## config.mk

```make
export PLATFORM = sky130hd
export DESIGN_NAME = slowclk_scheduler_flat
export DESIGN_NICKNAME = d
export VERILOG_FILES = /design/src/rtl/slowclk_scheduler_if.sv /design/src/rtl/slowclk_scheduler.sv /design/src/flat_wrapper.sv
export SDC_FILE = /design/constraint.sdc
export NUM_CORES = 1
export LEC_CHECK = 0
export BUFFER_PORTS_ARGS = -buffer_cell sky130_fd_sc_hd__buf_2
export CAP_MARGIN = 30
export CORE_MARGIN = 4
export CORE_UTILIZATION = 64
export DETAILED_ROUTE_END_ITERATION = 8
export PLACE_DENSITY = 0.82
export SYNTH_ARGS = -nofsm -noshare
export SYNTH_HDL_FRONTEND = slang
export SYNTH_SLANG_ARGS = --single-unit
```

## constraint.sdc

```tcl
create_clock -name CLOCK -period 4 [get_ports CLOCK]
set_clock_uncertainty 0.05 [all_clocks]
set_input_delay 0.6 -clock CLOCK [delete_from_list [all_inputs] [get_ports CLOCK]]
set_output_delay 0.6 -clock CLOCK [all_outputs]
set_load 0.1 [all_outputs]
```

## src/rtl/slowclk_scheduler_if.sv

```systemverilog
// Configuration write port for slowclk_scheduler: valid/ready transfer of one
// channel's divisor and enable.
interface slowclk_scheduler_if #(
  parameter int DIV_W = 16
) ();
  logic             valid;
  logic             ready;
  logic [1:0]       ch;
  logic [DIV_W-1:0] div;
  logic             en;

  modport master (output valid, ch, div, en, input ready);
  modport slave  (input valid, ch, div, en, output ready);
endinterface

```

## src/rtl/slowclk_scheduler.sv

```systemverilog
// Four-channel clock-enable scheduler: one shared prescaler feeds per-channel
// divisors that produce a one-cycle tick and a 50 % duty slow square wave.
//
//   state | meaning
//   IDLE  | cfg.ready high; a write latches div/en and moves to APPLY
//   APPLY | one cycle; clears the written channel's counter and suppresses its tick
module slowclk_scheduler #(
  parameter int PRESCALE = 100000,
  parameter int DIV_W    = 16
) (
  input  logic               CLOCK,
  input  logic               RESET_N,
  slowclk_scheduler_if.slave cfg,
  input  logic               sync_start,
  output logic [3:0]         tick,
  output logic [3:0]         slowclk
);
  localparam int              PS_W    = (PRESCALE > 1) ? $clog2(PRESCALE) : 1;
  localparam logic [PS_W-1:0] PS_LAST = PS_W'(PRESCALE - 1);

  typedef enum logic {IDLE, APPLY} state_t;

  state_t                  state, state_nxt;
  logic                    ready;
  logic                    xfer;
  logic [PS_W-1:0]         pre;
  logic                    base;
  logic [3:0][DIV_W-1:0]   div;
  logic [3:0]              en;
  logic [1:0]              apply_ch;

  assign cfg.ready = ready;
  assign xfer      = cfg.valid && ready;
  assign base      = (pre == PS_LAST);

  always_ff @(posedge CLOCK or negedge RESET_N) begin
    if (!RESET_N) state <= IDLE;
    else          state <= state_nxt;
  end

  always_comb begin
    state_nxt = state;
    ready     = 1'b0;
    case (state)
      IDLE: begin
        ready = 1'b1;
        if (cfg.valid) state_nxt = APPLY;
      end
      APPLY:   state_nxt = IDLE;
      default: state_nxt = IDLE;
    endcase
  end

  always_ff @(posedge CLOCK or negedge RESET_N) begin
    if (!RESET_N)        pre <= '0;
    else if (sync_start) pre <= '0;
    else if (base)       pre <= '0;
    else                 pre <= pre + PS_W'(1);
  end

  always_ff @(posedge CLOCK or negedge RESET_N) begin
    if (!RESET_N) begin
      div      <= '0;
      en       <= '0;
      apply_ch <= '0;
    end else if (xfer) begin
      div[cfg.ch] <= cfg.div;
      en[cfg.ch]  <= cfg.en;
      apply_ch    <= cfg.ch;
    end
  end

  for (genvar g = 0; g < 4; g++) begin : g_ch
    logic [DIV_W-1:0] cnt;
    logic [DIV_W-1:0] last;
    logic             tick_q;
    logic             slow_q;
    logic             apply_hit;

    // A divisor of 0 behaves as 1, so the compare value never underflows.
    assign last      = (div[g] == '0) ? '0 : div[g] - DIV_W'(1);
    assign apply_hit = (state == APPLY) && (apply_ch == 2'(g));

    always_ff @(posedge CLOCK or negedge RESET_N) begin
      if (!RESET_N) begin
        cnt    <= '0;
        tick_q <= 1'b0;
        slow_q <= 1'b0;
      end else if (sync_start) begin
        cnt    <= '0;
        tick_q <= 1'b0;
        slow_q <= 1'b0;
      end else if (apply_hit) begin
        cnt    <= '0;
        tick_q <= 1'b0;
        if (!en[g]) slow_q <= 1'b0;
      end else if (!en[g]) begin
        cnt    <= '0;
        tick_q <= 1'b0;
        slow_q <= 1'b0;
      end else if (base) begin
        if (cnt == last) begin
          cnt    <= '0;
          tick_q <= 1'b1;
          slow_q <= ~slow_q;
        end else begin
          cnt    <= cnt + DIV_W'(1);
          tick_q <= 1'b0;
        end
      end else begin
        tick_q <= 1'b0;
      end
    end

    assign tick[g]    = tick_q;
    assign slowclk[g] = slow_q;
  end
endmodule

```

## src/flat_wrapper.sv

```systemverilog
// flat-port wrapper written by rule: the top's interface ports become plain ports
module slowclk_scheduler_flat 
#(
  parameter int PRESCALE = 100000,
  parameter int DIV_W    = 16
)
  (CLOCK, RESET_N, sync_start, tick, slowclk, cfg_valid, cfg_ch, cfg_div, cfg_en, cfg_ready);
  slowclk_scheduler_if #(.DIV_W(DIV_W)) cfg_i ();
  input  logic CLOCK;
  input  logic RESET_N;
  input  logic sync_start;
  output logic [3:0] tick;
  output logic [3:0] slowclk;
  input wire logic [$bits(cfg_i.valid)-1:0] cfg_valid;
  input wire logic [$bits(cfg_i.ch)-1:0] cfg_ch;
  input wire logic [$bits(cfg_i.div)-1:0] cfg_div;
  input wire logic [$bits(cfg_i.en)-1:0] cfg_en;
  output wire logic [$bits(cfg_i.ready)-1:0] cfg_ready;
  assign cfg_i.valid = cfg_valid;
  assign cfg_i.ch = cfg_ch;
  assign cfg_i.div = cfg_div;
  assign cfg_i.en = cfg_en;
  assign cfg_ready = cfg_i.ready;
  slowclk_scheduler #(.PRESCALE(PRESCALE), .DIV_W(DIV_W)) u_core (.CLOCK(CLOCK), .RESET_N(RESET_N), .cfg(cfg_i), .sync_start(sync_start), .tick(tick), .slowclk(slowclk));
endmodule
```

# Word level (Yosys, flattened, before mapping)
# Cells that the tools add are included.
# word_totals
register_bits,160
inputBits,23
out_inout_bits,9
wordCells,154
# classes
addsub,9
order_cmp,2
n_eq_ne,24
muxes,79
bitwise,5
n_reduce_logical,15
# ops
cell,n
two-way mux 16 bit,25
adder 16 x 1 -> 16 bit (second input constant),4
bitwise mux 64 bit,1
equality test 16 bit,4
zero test 16 bit,4
subtractor 16 x 1 -> 16 bit (second input constant),4
two-way mux 1 bit,47
two-way mux 17 bit,2
demux 16 bit (select 2 bit),1
!= test 3 bit (second input constant),8
adder 17 x 1 -> 17 bit (second input constant),1
equality test 17 bit (second input constant),1
!= test 4 x 3 -> 1 bit (second input constant),4
!= test 3 x 2 -> 1 bit (second input constant),4
AND reduction 3 bit,4
logical AND 1 bit,6
NOT 1 bit,5
bitwise mux 4 bit,1
equality test 2 bit (second input constant),2
less-than comparator 2 x 3 -> 1 bit (second input constant),1
demux 1 bit (select 2 bit),1
equality test 2 x 1 -> 1 bit (second input constant),1
>= comparator 2 x 1 -> 1 bit (second input constant),1
zero test 2 bit,1
case mux 1 bit (2 select lines),1

# Longest topological paths before layout
# depth
ltp_word,8
depth_mapped,12
ltp_nobuf,10

# Worst setup path before layout
# No wires, ideal clock.
# synth_timing
kind,register to register
startpoint,register u_core.div[16] (netlist bit)
endpoint,register u_core.g_ch[1].slow_q
setup_time_ps,77
arrival_time_ps,3116
t_required_ps,3873
setup_slack_ps,757
stages_incl_launch_ff,12
path_cell_list,dfrtp_1 -> inv_1 -> ha_1 -> nor4b_4 -> nand4_1 -> a222oi_1 -> o211ai_1 -> or4b_1 -> a2111o_1 -> buf_6 -> or4_1 -> a21oi_1
# synth_via
elab_chain_len,5
elab_cells_between_ends,6
# synth_rtl
element,line_no,source
start: declaration,slowclk_scheduler.sv:28,logic [3:0][DIV_W-1:0] div;
start signal: indexed assignment,slowclk_scheduler.sv:67,div[cfg.ch] <= cfg.div;
subtractor 16 x 1 -> 16 bit / zero test 16 bit (equally long branches),slowclk_scheduler.sv:81,assign last = (div[g] == '0) ? '0 : div[g] - DIV_W'(1);
two-way mux 16 bit *,slowclk_scheduler.sv:81,
equality test 16 bit *,slowclk_scheduler.sv:102,if (cnt == last) begin
!= test 3 bit (no line) *,--,
AND reduction 3 bit (no line) *,--,
end signal: assignment,slowclk_scheduler.sv:105,slow_q <= ~slow_q;
end: declaration,slowclk_scheduler.sv:77,logic slow_q;
# Every way passes the cells marked *; elsewhere a longest branch is shown, timed or not.
# A chain may end at the register's enable or synchronous reset.

# Worst setup path after layout
# Same ends and word-level chain as after synthesis.

==> reports/results.tsv <==
metric	value	unit
result of the run	finished clean	
sw frac	31.1	%
# setup viols final	0	
std cell rows	46	
critical path type	reg2reg	
wire per inst	18.8	um
Worst setup SP type	register	
Seq cells post-synth	160	
Period minus WS final	3.63	ns
IO Port Bufs	31	
sequential power share	40.5	%
first-pass GRT wire length	44.7	mm
most frequent cell after synthesis	dfrtp_1	
top cell type's share of synthesized area	37.8	%
Starting DRT DRC Count	1002	
sequential fraction of the synthesis area	37.8	%
insertion delay to the later sink of the worst-skew pair	0.43	ns
final period utilization	90.8	%
height of the die	137	um
Peak VDD IR	0.391	mV
detailed-router iteration count before antenna repair	5	
syn avg cell area	8.96	um2
Die Area	18700	um2
Internal Power	3.52	mW
Worst EP arrival	3.94	ns
ys async rst share	100	%
EDFF count, synth	0	
Max Slew Vio Count	0	
P per Cell Area	443	nW/um2
Logic pwr share	21.8	%
area leader, netlist	dfrtp_1	
DIE WIDTH	137	um
relative slew slack	41.9	%
GRT Util Overall	30.1	%
Critical Path RT	4.31	ns
CTS resizes	0	
Layout Cells excl Fill	1410	
DRC viols	0	
Leak	4.51	nW
syn_nets	1213	
final setup margin	0.368	ns
Post-CTS Setup Repair Bufs	0	
RSZ-0062 raised after global routing	false	
total number of vias	9211	
Main synth FF type	dfrtp_1	
post-route ant nets	0	
Cells after Synth	1181	
Clock Power Share	37.7	%
Worst path slowest cell	or4b_1	
largest net degree at the start of global routing	96	
starting density of the core	65.9	%
GP Congestion	0.963	
Root Buffer	clkbuf_16	
clock buffer depth	2	
CP cell instances	inv_1 > ha_1 > nor4b_4 > nand4_1 > a222oi_1 > o211ai_1 > or4b_1 > a2111o_1 > or4_1 > a21oi_1	
CTS Buf Count	17	
fmax	0.275	GHz
share of cells above drive strength 1	14.7	%
Core ar.	16100	um2
Remaining Overflow, GRT	0	
placed cells	1377	
Area Growth Syn to Fin	9.15	%
Finished Cell Area	11600	um2
Pwr Total	5.12	mW
fin nets	1212	
Worst Max-Slew Pin Slew	0.871	ns
CTS tree	built	
NetSw	1.59	mW
vias per cell	6.53	
Worst Hold Class	in2async	
Worst-path clk slew	0.07	ns
Netlist cell types	85	
Fin. Hold Viols	0	
placed standard-cell area	10800	um2
worst slack at placement	0.441	ns
Synth Warn #	0	
crit-path max cell delay	0.58	ns
H-tree levels	4	
drt total wl	26.6	mm
initial antenna violation count	1	
Worst setup EP type	register	
CP max FO	9	
Max Cap Viol	0	
final setup TNS	0	ns
Syn Std Cell Area	10600	um2
hold buffers post-CTS	0	
Final HPWL DP	19.1	mm
Area contributors post-synth	dfrtp_1 (38%), mux2_2 (6.6%), xnor2_1 (5.0%), nor2_1 (4.4%), xor2_1 (4.0%)	
Post-synth top cells	dfrtp_1 (160), nor2_1 (125), nand2_1 (97), nor3_1 (67), mux2_2 (62)	
vias in the first global route	8705	
Ports	32	
CTS sink cnt	160	
critical path: cells and delay by family, from the launching register on:
family                     cells  cell delay (ns)
and+or+nand+nor                4             1.66
DFF                            1             0.43
buffers and inverters          1             0.11
adders and majority gates      1             0.23
AOI/OAI and AO/OA              4             1.08
power groups by stage:
stage                     Clock, mW  Combinational [mW]  Sequential [mW]
after detailed placement          0                1.09             2.09
after global routing           2.01                1.23             2.11
after global placement            0                1.07             2.08
after floorplan                   0               0.936             1.95
after CTS                      1.94                1.10             2.07
final                          1.93                1.11             2.07
placed cells by master, fill, tap and decap left out, types with 17 or more instances in the layout:
cell and instances:
a21oi_1 28, and3_1 17, buf_2 30, clkbuf_16 17
dfrtp_1 160, inv_1 26, mux2_2 62, nand2_1 97
nand3_1 49, nand4_1 32, nor2_1 125, nor3_1 66
nor4_1 27, o21ai_0 43, or3_1 24, xnor2_1 60
xor2_1 48
flip-flops by register name (all words and copies together) (netlist names):
name / cells
u_core.div: 64
u_core.g_ch.tick_q: 4
u_core.en: 4
u_core.pre: 17
u_core.g_ch.cnt: 64
u_core.apply_ch: 2
u_core.g_ch.slow_q: 4
u_core.state: 1
metal layers:
layer,global-route usage (%),vias up,wire (um)
met4,10.2,0,645
met5,0,-,0
li1,-,4333,-
met3,5.55,61,1700
met1,41.5,4466,11700
met2,48.1,351,12500
through the flow:
step / hold WS, ns / util, %
final: 0.180 / 71.9
after global routing: 0.265 / 71.9
after CTS: 0.232 / 71.9
after detailed placement: 0.436 / 67.5
after global placement: 0.429 / 67.5
after floorplan: 0.254 / -
logic make-up (layout without fill, tap and decap cells):
logic type               count (synthesis)  in the layout  synth area share (%)
AO/OA/AOI/OAI                          183            183                  12.3
XOR/XNOR                               109            109                  9.15
adder cells (fa/ha/maj)                  9              9                  1.06
buffers and inverters                   94            106                  3.93
flip-flops                             160            160                  37.8
multiplexers                            75             75                  7.83
other                                    0              1                     0
AND/OR/NAND/NOR                        551            551                  27.9
cell type report:
class,instances,area [um2]
clock inverters,11,221
fillers,1193,4510
diodes,1,2.50
repair buffers,48,302
well taps,216,270
multi-input cells,927,6170
inverters,26,97.6
clock buffers,21,480
flip-flops and latches,160,4000
path summary, 6_finish.rpt:
path,cells after the start,slack [ns],endpoint,from
min,1,0.18,u_core.g_ch[2].cnt[11],RESET_N
min reg2reg,1,0.45,u_core.pre[0],u_core.pre[0]
min in group CLOCK,3,0.43,u_core.apply_ch[1],cfg_ch[1]
max in group asynchronous,2,2.91,u_core.div[7],RESET_N
max reg2reg,10,0.37,u_core.g_ch[1].slow_q,u_core.div[16]
max,10,0.37,u_core.g_ch[1].slow_q,u_core.div[16]
Note: power is estimated with default switching activity, not from simulation.
